**config.mk**
```make
export PLATFORM = sky130hd
export DESIGN_NAME = pnr_window_discriminator
export DESIGN_NICKNAME = d
export VERILOG_FILES = /design/src/rtl/pnr_window_discriminator.sv
export SDC_FILE = /design/constraint.sdc
export NUM_CORES = 1
export LEC_CHECK = 0
export BUFFER_PORTS_ARGS = -buffer_cell sky130_fd_sc_hd__buf_2
export CAP_MARGIN = 25
export CORE_ASPECT_RATIO = 1.25
export CORE_MARGIN = 5
export CORE_UTILIZATION = 56
export DETAILED_ROUTE_END_ITERATION = 7
export GPL_ROUTABILITY_DRIVEN = 1
export PLACE_DENSITY = 0.94
export SETUP_SLACK_MARGIN = 0.2
export SLEW_MARGIN = 15
export SYNTH_ARGS = -nofsm -noshare
export SYNTH_HDL_FRONTEND = slang
export SYNTH_SLANG_ARGS = --single-unit
```
**constraint.sdc**
```tcl
create_clock -name ADC_CLK -period 16.5 [get_ports ADC_CLK]
set_input_delay 1.65 -clock ADC_CLK [delete_from_list [all_inputs] [get_ports ADC_CLK]]
set_output_delay 1.65 -clock ADC_CLK [all_outputs]
set_load 0.01 [all_outputs]
```
**src/rtl/pnr_window_discriminator.sv**
```systemverilog
`default_nettype none
// pnr_window_discriminator: trigger -> delay -> integration window -> threshold bin decision.
// Optional per-bin event histogram enabled by defining PNR_HIST_EN.
module pnr_window_discriminator #(
  parameter int DATA_W     = 14,
  parameter int NUM_LEVELS = 8,
  parameter int DLY_W      = 8,
  parameter int WIN_W      = 8,
  parameter int CNT_W      = $clog2(NUM_LEVELS + 1),
  parameter int HIST_W     = 32
) (
  input  logic                         ADC_CLK,
  input  logic                         rst_i,
  input  logic                         trigger_i,
  input  logic [DLY_W-1:0]             delay_i,
  input  logic [WIN_W-1:0]             window_i,
  input  logic                         mode_i,
  input  logic signed [DATA_W-1:0]     sig_i,
  input  logic [NUM_LEVELS*DATA_W-1:0] thresholds_i,
  output logic [NUM_LEVELS:0]          onehot_o,
  output logic [CNT_W-1:0]             count_o,
  output logic                         valid_o,
  output logic                         busy_o,
  output logic [15:0]                  missed_o,
  output logic [DATA_W-1:0]            fifo_data_o,
  output logic                         fifo_wr_en_o,
  input  logic [CNT_W-1:0]             hist_sel_i,
  input  logic                         hist_clr_i,
  output logic [HIST_W-1:0]            hist_data_o
);

  localparam int NBINS = NUM_LEVELS + 1;

  typedef enum logic [1:0] {
    S_IDLE      = 2'd0,
    S_DELAY     = 2'd1,
    S_INTEGRATE = 2'd2,
    S_DECIDE    = 2'd3
  } state_t;

  state_t                    state;
  logic [DLY_W-1:0]          dly_cnt;
  logic [WIN_W-1:0]          win_cnt;
  logic                      first;
  logic signed [DATA_W-1:0]  peak;
  logic [CNT_W-1:0]          level;
  logic [WIN_W-1:0]          win_last;

  // Single-sample mode and a zero window both collapse to one window cycle.
  assign win_last = (!mode_i || window_i == '0) ? '0 : window_i - WIN_W'(1);

  always_comb begin
    level = '0;
    for (int k = 0; k < NUM_LEVELS; k++) begin
      if ($signed(thresholds_i[k*DATA_W +: DATA_W]) < peak)
        level = level + CNT_W'(1);
    end
  end

  assign fifo_data_o  = sig_i;
  assign fifo_wr_en_o = (state == S_INTEGRATE);
  assign busy_o       = (state != S_IDLE);

  always_ff @(posedge ADC_CLK) begin
    if (rst_i) begin
      state    <= S_IDLE;
      dly_cnt  <= '0;
      win_cnt  <= '0;
      first    <= 1'b0;
      peak     <= '0;
      onehot_o <= '0;
      count_o  <= '0;
      valid_o  <= 1'b0;
      missed_o <= '0;
    end else begin
      valid_o <= 1'b0;
      if (trigger_i && state != S_IDLE && missed_o != 16'hFFFF)
        missed_o <= missed_o + 16'd1;
      case (state)
        S_IDLE: begin
          if (trigger_i) begin
            onehot_o <= '0;
            count_o  <= '0;
            dly_cnt  <= delay_i - DLY_W'(1);
            win_cnt  <= win_last;
            first    <= 1'b1;
            state    <= (delay_i != '0) ? S_DELAY : S_INTEGRATE;
          end
        end
        S_DELAY: begin
          if (dly_cnt == '0) state <= S_INTEGRATE;
          else               dly_cnt <= dly_cnt - DLY_W'(1);
        end
        S_INTEGRATE: begin
          first <= 1'b0;
          if (first || sig_i > peak) peak <= sig_i;
          if (win_cnt == '0) state <= S_DECIDE;
          else               win_cnt <= win_cnt - WIN_W'(1);
        end
        S_DECIDE: begin
          count_o  <= level;
          onehot_o <= NBINS'(1) << level;
          valid_o  <= 1'b1;
          state    <= S_IDLE;
        end
        default: state <= S_IDLE;
      endcase
    end
  end

`ifdef PNR_HIST_EN
  logic [HIST_W-1:0] bins [NBINS];

  always_ff @(posedge ADC_CLK) begin
    if (rst_i || hist_clr_i) begin
      for (int b = 0; b < NBINS; b++) bins[b] <= '0;
    end else if (state == S_DECIDE && bins[level] != '1) begin
      bins[level] <= bins[level] + HIST_W'(1);
    end
  end

  always_ff @(posedge ADC_CLK) begin
    if (rst_i)
      hist_data_o <= '0;
    else
      hist_data_o <= (hist_sel_i <= CNT_W'(NUM_LEVELS)) ? bins[hist_sel_i] : '0;
  end
`else
  logic unused_hist;
  assign unused_hist = ^{hist_sel_i, hist_clr_i};
  assign hist_data_o = '0;
`endif

endmodule
`default_nettype wire

```
Word-level counts from Yosys, hierarchy flattened --
Cells that the tools add are included.
Operators by class: add/sub/neg operators 12, $lt $le $gt $ge 9, eq/ne operators 9, shift-type cells 1, muxes and demuxes 27, reductions and logical operators 20
Operator list (number):
- < comparator 14 bit | 8
- 2-to-1 mux 8 bit | 5
- 2-to-1 mux 4 bit | 8
- case mux 8 bit (2 select lines) | 2
- subtractor 8 x 1 -> 8 bit, second input constant | 4
- adder 4 x 1 -> 4 bit, second input constant | 7
- zero test 8 bit | 3
- case mux 9 bit (2 select lines) | 1
- adder 16 x 1 -> 16 bit, second input constant | 1
- inequality test 16 bit, second input constant | 1
- greater-than comparator 14 bit | 1
- 2-to-1 mux 9 bit | 1
- AND reduction 3 bit | 3
- left shift 1 x 4 -> 9 bit, first input constant | 1
- 2-to-1 mux 2 bit | 4
- inequality test 2 bit, second input constant | 4
- case mux 2 bit (4 select lines) | 1
- case mux 4 bit (2 select lines) | 1
- nonzero test 2 bit | 4
- nonzero test 8 bit | 1
- AND reduction 2 bit | 3
- equality test 2 bit, second input constant | 2
- 2-to-1 mux 1 bit | 3
- equality test 2 x 1 -> 1 bit, second input constant | 1
- other kinds (6) | 8
Storage, ports and cells: register bits 63, output and inout bits 78

Logic depth before layout (Yosys ltp) --
Gate-level depths: netlist of the first run.
word-level depth 18, mapped depth 33, depth with buffers taken out 33

Worst setup path before layout of the first run --
OpenSTA, ideal clock, no wires.
path type input to register, start point in thresholds_i[1], end point reg onehot_o[0], arrival time 7.357 ns, slack 9.056 ns, cell stages on the path 32, path buffers 0, cells stage by stage ha_1 -> a21o_1 -> a21o_1 -> a21o_1 -> a21o_1 -> a21o_1 -> a21o_1 -> a21o_1 -> a21o_1 -> a21oi_1 -> o2111ai_1 -> o21a_1 -> ha_1 -> nor2b_1 -> mux2i_1 -> and3_1 -> ha_1 -> o21ai_0 -> nand2_1 -> ha_1 -> nor2_1 -> a31oi_1 -> ha_1 -> mux2_2 -> ha_1 -> mux2_2 -> ha_1 -> nor2b_1 -> xnor2_1 -> xnor2_1 -> or2b_2 -> o31ai_1
Between the ends: cells in the longest elaborated chain, start to end 18
RTL lines:
- from (decl) | line 19 | input logic [NUM_LEVELS*DATA_W-1:0] thresholds_i,
- < comparator 14 bit * | line 55 | if ($signed(thresholds_i[k*DATA_W +: DATA_W]) < peak)
- 2-to-1 mux 1 bit * | line 55
- adder 4 x 1 -> 4 bit | line 56 | level = level + CNT_W'(1);
- 2-to-1 mux 4 bit * | line 55
- adder 4 x 1 -> 4 bit | line 56
- 2-to-1 mux 4 bit * | line 55
- adder 4 x 1 -> 4 bit | line 56
- 2-to-1 mux 4 bit * | line 55
- [... 2 more ...]
- adder 4 x 1 -> 4 bit | line 56
- 2-to-1 mux 4 bit * | line 55
- adder 4 x 1 -> 4 bit | line 56
- 2-to-1 mux 4 bit * | line 55
- adder 4 x 1 -> 4 bit | line 56
- 2-to-1 mux 4 bit * | line 55
- left shift 1 x 4 -> 9 bit * | line 102 | onehot_o <= NBINS'(1) << level;
- case mux 9 bit (2 select lines) * | line 79 | case (state)
- to (signal assigned) | line 102
- to (decl) | line 20 | output logic [NUM_LEVELS:0] onehot_o,
Every way passes the cells marked *; elsewhere a longest branch is shown, timed or not. A chain may end at the register's enable or synchronous reset.

Final worst setup path of the first run --
start point in thresholds_i[15], end point reg onehot_o[1]
Between the ends: cells in the longest elaborated chain, start to end 16
RTL lines (line):
- < comparator 14 bit * | 55
- 2-to-1 mux 4 bit * | 55
- adder 4 x 1 -> 4 bit | 56
- 2-to-1 mux 4 bit * | 55
- adder 4 x 1 -> 4 bit | 56
- 2-to-1 mux 4 bit * | 55
- adder 4 x 1 -> 4 bit | 56
- 2-to-1 mux 4 bit * | 55
- adder 4 x 1 -> 4 bit | 56
- 2-to-1 mux 4 bit * | 55
- adder 4 x 1 -> 4 bit | 56
- 2-to-1 mux 4 bit * | 55
- adder 4 x 1 -> 4 bit | 56
- 2-to-1 mux 4 bit * | 55
- left shift 1 x 4 -> 9 bit * | 102
- case mux 9 bit (2 select lines) * | 79
Marks and branches as above.

==> flow_metrics.env, run 1 <==
export IMPL_cap_violations=0
export IMPL_port_buffers=191
export IMPL_worstSetupEndpointType="flip-flop"
export IMPL_vias_per_cell=5.76
export IMPL_avgSynthCellArea_um2=8.43
export IMPL_fin_cells=1101
export IMPL_cts_root_buf="clkbuf_16"
export IMPL_power_density_nw_per_um2=126
export IMPL_layout_commonest_cell="buf_2"
export IMPL_grt_pass1_wl_um=28000
export IMPL_dieArea_um2=14000
export IMPL_critPathKind="in2reg"
export IMPL_fin_area_um2=7750
export IMPL_path_clk_slew_ns=0.06
export IMPL_numCtsBuffers=9
export IMPL_place_gp_congestion=0.908
export IMPL_hpwlAfterDp_um=14600
export IMPL_critical_path_arrival_ns=8.15
export IMPL_dp_cells=1082
export IMPL_ys_types=70
export IMPL_hold_viol=0
export IMPL_dieHeight_um=131
export IMPL_max_slew_margin_pct=31.9
export IMPL_cts_max_level=3
export IMPL_seqCellArea_um2=1260
export IMPL_final_setup_tns_ns=0
export IMPL_setup_viol=0
export IMPL_min_period_ns=7.92
export IMPL_fill_cells=952
export IMPL_skew_ns=0.00715
export IMPL_final_layout_size_suffix_gt1_share_pct=24.2
export IMPL_worst_slew_pin_slew_ns=1.02
export IMPL_hold_buffers=0
export IMPL_routedWlPerCell_um=16.3
export IMPL_place_ws_ns=8.32
export IMPL_grt_pass1_vias=6160
export IMPL_vias=6344
export IMPL_multiInputGateArea_um2=4920
export IMPL_die_w_um=107
export IMPL_yosysSeqAreaShare_pct=19.2
export IMPL_final_cell_mix="191 x buf_2, 135 x ha_1, 74 x nor2_1"
export IMPL_synthCells=781
export IMPL_start_kind="input port"
export IMPL_grt_overflow_total=0
export IMPL_drtPass1Iterations=5
export IMPL_crit_top_cell="a21o_1"
export IMPL_ant_nets=0
export IMPL_grt_usage_pct=24.1
export IMPL_synthToLayoutAreaGrowth_pct=17.7
export IMPL_cpPeakStageDelay_ns=0.36
export IMPL_rows=44
export IMPL_synth_seq_cells=63
export IMPL_path_max_fanout=4
export IMPL_hold_ws_ns=0.450
export IMPL_synth_top_area_share_pct=25.7
export IMPL_synth_edff_count=0
export IMPL_clock_tree_buffer_depth=2
export IMPL_power_leakage_nw=3.74
export IMPL_start_util_pct=57.0
export IMPL_dr_first_iter_drc_count=313
export IMPL_hold_path_class="reg2reg"
export IMPL_setup_ws_ns=8.58
export IMPL_drc=0
export IMPL_synth_area_leaders="ha_1 26%, dfxtp_1 19%, buf_4 5.4%"
export IMPL_drt_wl_total_um=17900
export IMPL_post_cts_buffers=0
export IMPL_cts_tree="done"
export IMPL_async_flop_share_pct=0
export IMPL_period_share_pct=48.0
export IMPL_synth_flop_cell="dfxtp_1"
export IMPL_ir_drop_v=0.000102
export IMPL_grt_antenna_before_repair=5
export IMPL_io_pins=229
export IMPL_core_area_um2=11600
export IMPL_grt_setup_unrepaired="false"
export IMPL_critPathRequiredTime_ns=16.73
export IMPL_crit_path_top_delay_cell="or2b_2"
export IMPL_cts_resized=0
export IMPL_max_freq_mhz=126
export IMPL_syn_cell_area_um2=6590
export IMPL_yosys_area_top_type="ha_1"
export IMPL_final_nets=1242
export IMPL_status="finished clean"
export IMPL_maxSlewViolCount=0
export IMPL_placed_area_um2=7440
export IMPL_clkLatencyLatePin_ns=0.32
export IMPL_synth_yosys_warnings=0
export IMPL_clock_sinks=63
export IMPL_grt_start_max_net_pins=56
cells in the mapped netlist (all sizes together) (16+ instances only):
| cell | count |
|---|---|
| nor2 | 74 |
| mux2i | 28 |
| nand3 | 21 |
| ha | 135 |
| o21ai | 41 |
| inv | 32 |
| a21o | 28 |
| buf | 48 |
| xnor2 | 18 |
| nand2 | 49 |
| dfxtp | 63 |
| a21oi | 41 |
| xor2 | 16 |
| nor3 | 16 |
where the power goes:
part	internal (mW)	switching, mW
Sequential	0.179	0.0230
Clock	0.117	0.0703
Combinational	0.255	0.335
layout make-up:
cell class	count	area share, %
clock buffers	9	2.91
multi-input cells	656	63.5
clock inverters	7	0.952
inverters	33	1.60
diodes	2	0.0646
well taps	138	2.23
flip-flops and latches	63	16.3
repair buffers	193	12.5
final timing paths:
kind,start,to,slack (ns),depth (start not counted)
hold reg to reg,onehot_o[2]$_SDFFE_PP0P_,onehot_o[2]$_SDFFE_PP0P_,0.45,2
hold / removal,onehot_o[2]$_SDFFE_PP0P_,onehot_o[2]$_SDFFE_PP0P_,0.45,2
setup / recovery,thresholds_i[15],onehot_o[1]$_SDFFE_PP0P_,8.58,33
setup reg to reg,peak[1]$_SDFFE_PP0P_,onehot_o[1]$_SDFFE_PP0P_,9.38,33
worst max-delay path: cells and delay by family:
family / cells / cell delay, ns
AND/OR/NAND/NOR: 6 / 0.95
buffers and inverters: 1 / 0.10
XOR/XNOR: 2 / 0.36
multiplexers: 3 / 0.80
AO/OA/AOI/OAI: 14 / 2.53
adder cells (fa/ha/maj): 7 / 1.75
stage by stage:
stage / utilization [%] / total power, mW
final: 67.0 / 0.980
after global placement: 64.4 / 0.760
after detailed placement: 64.4 / 0.785
after floorplan: - / 0.658
after CTS: 66.9 / 0.978
after global routing: 67.0 / 1.07
flip-flops by register name (all words and copies together), names as in the netlist:
| name | flops |
|---|---|
| count_o | 4 |
| dly_cnt | 8 |
| first | 1 |
| missed_o | 16 |
| onehot_o | 9 |
| peak | 14 |
| state | 2 |
| valid_o | 1 |
| win_cnt | 8 |
cell families after synthesis:
family,count (synthesis),synth area share [%]
other,1,0.0569
adders and majority gates,135,25.7
AOI/OAI and AO/OA,186,18.9
DFF,63,19.2
muxes,32,5.00
buffers and inverters,93,7.98
xor gates and xnor gates,36,5.49
and+or+nand+nor,235,17.7
per-layer routing:
| metal | global-route usage [%] | vias to the layer above | routed length (µm) |
|---|---|---|---|
| met5 | 0 | - | 48 |
| met4 | 11.3 | 6 | 703 |
| met3 | 4.51 | 50 | 1410 |
| met2 | 44.6 | 271 | 9060 |
| met1 | 26.0 | 2873 | 6720 |
| li1 | - | 3144 | - |
Note: power is estimated with default switching activity, not from simulation.
==> inputs of run 2 (changes only) <==
--- a/config.mk
+++ b/config.mk
@@ -9,10 +9,10 @@
 export CAP_MARGIN = 25
 export CORE_ASPECT_RATIO = 1.25
 export CORE_MARGIN = 5
-export CORE_UTILIZATION = 56
+export CORE_UTILIZATION = 47
 export DETAILED_ROUTE_END_ITERATION = 7
 export GPL_ROUTABILITY_DRIVEN = 1
-export PLACE_DENSITY = 0.94
+export PLACE_DENSITY = 0.85
 export SETUP_SLACK_MARGIN = 0.2
 export SLEW_MARGIN = 15
 export SYNTH_ARGS = -nofsm -noshare
==> constraint.sdc (replaced) <==
create_clock -name ADC_CLK -period 6.8 [get_ports ADC_CLK]
set_input_delay 0.68 -clock ADC_CLK [delete_from_list [all_inputs] [get_ports ADC_CLK]]
set_output_delay 0.68 -clock ADC_CLK [all_outputs]
set_load 0.01 [all_outputs]
==> run 2 against run 1 <==
Clock power grew to 2.7 times the previous value. Core utilization shrank 8.7 points. Clock-buffer cell count grew 1. Worst setup slack lost 8.2 ns. Via count shrank 0.16%. Sequential share of layout area shrank 0.62 points. First-iteration DRC count grew 0.32%. Clock skew is essentially flat. Critical path depth is the same. Sequential cell count is the same. Highest routed layer unchanged.
==> flow_metrics.env, run 2 (same netlist as run 1, synthesis figures left out) <==
export IMPL_min_period_ns=6.40
export IMPL_path_clk_slew_ns=0.06
export IMPL_core_area_um2=13800
export IMPL_power_frac_comb_pct=62.4
export IMPL_hold_path_class="reg2reg"
export IMPL_clock_tree_buffer_depth=2
export IMPL_total_power_mw=2.66
export IMPL_drt_wl_total_um=18200
export IMPL_dieHeight_um=142
export IMPL_max_slew_margin_pct=33.4
export IMPL_final_layout_size_suffix_gt1_share_pct=27.3
export IMPL_hpwlAfterDp_um=14600
export IMPL_grt_start_max_net_pins=56
export IMPL_final_setup_tns_ns=0
export IMPL_ir_drop_v=0.000226
export IMPL_fin_cells=1153
export IMPL_top_register="missed_o"
export IMPL_period_share_pct=94.2
export IMPL_sw_frac_of_total_pct=42.4
export IMPL_worstSetupEndpointType="flip-flop"
export IMPL_die_w_um=116
export IMPL_status="finished clean"
export IMPL_hold_ws_ns=0.455
export IMPL_final_cell_mix="191 x buf_2, 130 x ha_1, 74 x nor2_1"
export IMPL_synthToLayoutAreaGrowth_pct=22.4
export IMPL_hold_buffers=0
export IMPL_largestRegisters="missed_o x16, peak x14, onehot_o x9"
export IMPL_largest_reg_flops=16
export IMPL_setup_ws_ns=0.395
export IMPL_grt_overflow_total=0
export IMPL_port_buffers=191
export IMPL_start_kind="input port"
export IMPL_vias=6334
export IMPL_vias_per_cell=5.49
export IMPL_maxSlewViolCount=0
export IMPL_cap_violations=0
export IMPL_p_sw_mw=1.13
export IMPL_r2r_start="peak[1]$_SDFFE_PP0P_"
export IMPL_dieArea_um2=16500
export IMPL_crit_path_top_delay_cell="mux2_4"
export IMPL_cp_startpoint="thresholds_i[1]"
export IMPL_critPathRequiredTime_ns=7.05
export IMPL_ant_nets=0
export IMPL_drtPass1Iterations=5
export IMPL_critical_path_arrival_ns=6.65
export IMPL_grt_pass1_wl_um=27900
export IMPL_cts_max_level=3
export IMPL_seqPwrFrac_pct=18.3
export IMPL_min_from="onehot_o[5]$_SDFFE_PP0P_"
export IMPL_crit_top_cell="a21o_1"
export IMPL_grt_antenna_before_repair=2
export IMPL_critPathKind="in2reg"
export IMPL_numCtsBuffers=9
export IMPL_clock_sinks=63
export IMPL_layout_commonest_cell="buf_2"
export IMPL_hold_viol=0
export IMPL_rows=48
export IMPL_io_pins=229
export IMPL_grt_setup_unrepaired="false"
export IMPL_final_nets=1258
export IMPL_skew_ns=0.00721
export IMPL_worst_path_buf_inv=1
export IMPL_worst_slew_pin_slew_ns=0.998
export IMPL_clkLatencyLatePin_ns=0.33
export IMPL_dr_first_iter_drc_count=314
export IMPL_start_util_pct=47.7
export IMPL_setup_viol=0
export IMPL_routedWlPerCell_um=15.8
export IMPL_power_density_nw_per_um2=331
export IMPL_drc=0
export IMPL_dp_cells=1131
export IMPL_clkPwrFrac_pct=19.2
export IMPL_cpLargestDelayFamily="compound AO/OA/AOI/OAI gates"
export IMPL_cts_tree="done"
export IMPL_place_ws_ns=-0.153
export IMPL_grt_usage_pct=20.9
export IMPL_max_freq_mhz=156
export IMPL_power_leakage_nw=3.86
export IMPL_cts_root_buf="clkbuf_16"
export IMPL_path_max_fanout=4
export IMPL_p_int_mw=1.54
export IMPL_grt_pass1_vias=6057
export IMPL_cpPeakStageDelay_ns=0.30
export IMPL_place_gp_congestion=0.910
==> run 2: final cells by class <==
class | instances | area (µm²)
inverters | 33 | 124
multi-input cells | 656 | 5030
fillers | 1245 | 5750
clock buffers | 10 | 239
diodes | 1 | 2.50
flip-flops and latches | 63 | 1260
clock inverters | 6 | 92.6
repair buffers | 209 | 1090
well taps | 175 | 219
==> run 2: repair_timing <==
item,4_1_cts,5_1_grt
setup endpoints to repair,5,11
resized for setup,2,20
pin swaps,2,22
buffers inserted,2,2
==> run 2: per-stage QoR <==
| step | util, % | instance area [µm²] |
|---|---|---|
| finish | 58.4 | 8060 |
| global route | 58.4 | 8060 |
| CTS | 57.4 | 7930 |
| detailed placement | 54.8 | 7580 |
| global placement | 54.8 | 7580 |
| floorplan | - | 6700 |
==> run 2: final timing paths <==
kind	depth (start not counted)	endpoint	slack, ns
worst min register to register	2	onehot_o[5]$_SDFFE_PP0P_	0.45
worst min-delay path	2	onehot_o[5]$_SDFFE_PP0P_	0.45
worst max-delay path	33	onehot_o[0]$_SDFFE_PP0P_	0.40
worst max register to register	33	onehot_o[0]$_SDFFE_PP0P_	0.46
==> run 2: power by group through the flow <==
| stage | registers [mW] | clock network (mW) | logic (mW) |
|---|---|---|---|
| 2_1_floorplan | 0.486 | 0 | 1.11 |
| 3_3_place_gp | 0.493 | 0 | 1.44 |
| 3_5_place_dp | 0.495 | 0 | 1.48 |
| 4_1_cts | 0.488 | 0.519 | 1.53 |
| 5_1_grt | 0.500 | 0.536 | 1.87 |
| 6_report | 0.489 | 0.512 | 1.66 |
==> run 2: worst reg2reg max path: cells and delay by family (launching register included) <==
| kind | cells | cell delay, ns |
|---|---|---|
| buffers and inverters | 1 | 0.11 |
| AND/OR/NAND/NOR | 6 | 0.86 |
| flip-flops | 1 | 0.32 |
| XOR/XNOR | 2 | 0.42 |
| multiplexers | 3 | 0.77 |
| AO/OA/AOI/OAI | 14 | 2.24 |
| adder cells (fa/ha/maj) | 7 | 1.54 |
==> run 2: per-layer routing <==
| metal | share of wire [%] | global-route usage, % | vias to the layer above |
|---|---|---|---|
| met5 | 0.072 | 0 | - |
| met4 | 2.8 | 7.09 | 2 |
| met3 | 6.6 | 3.32 | 26 |
| met2 | 51 | 38.7 | 197 |
| met1 | 40 | 24.1 | 2933 |
| li1 | - | - | 3176 |
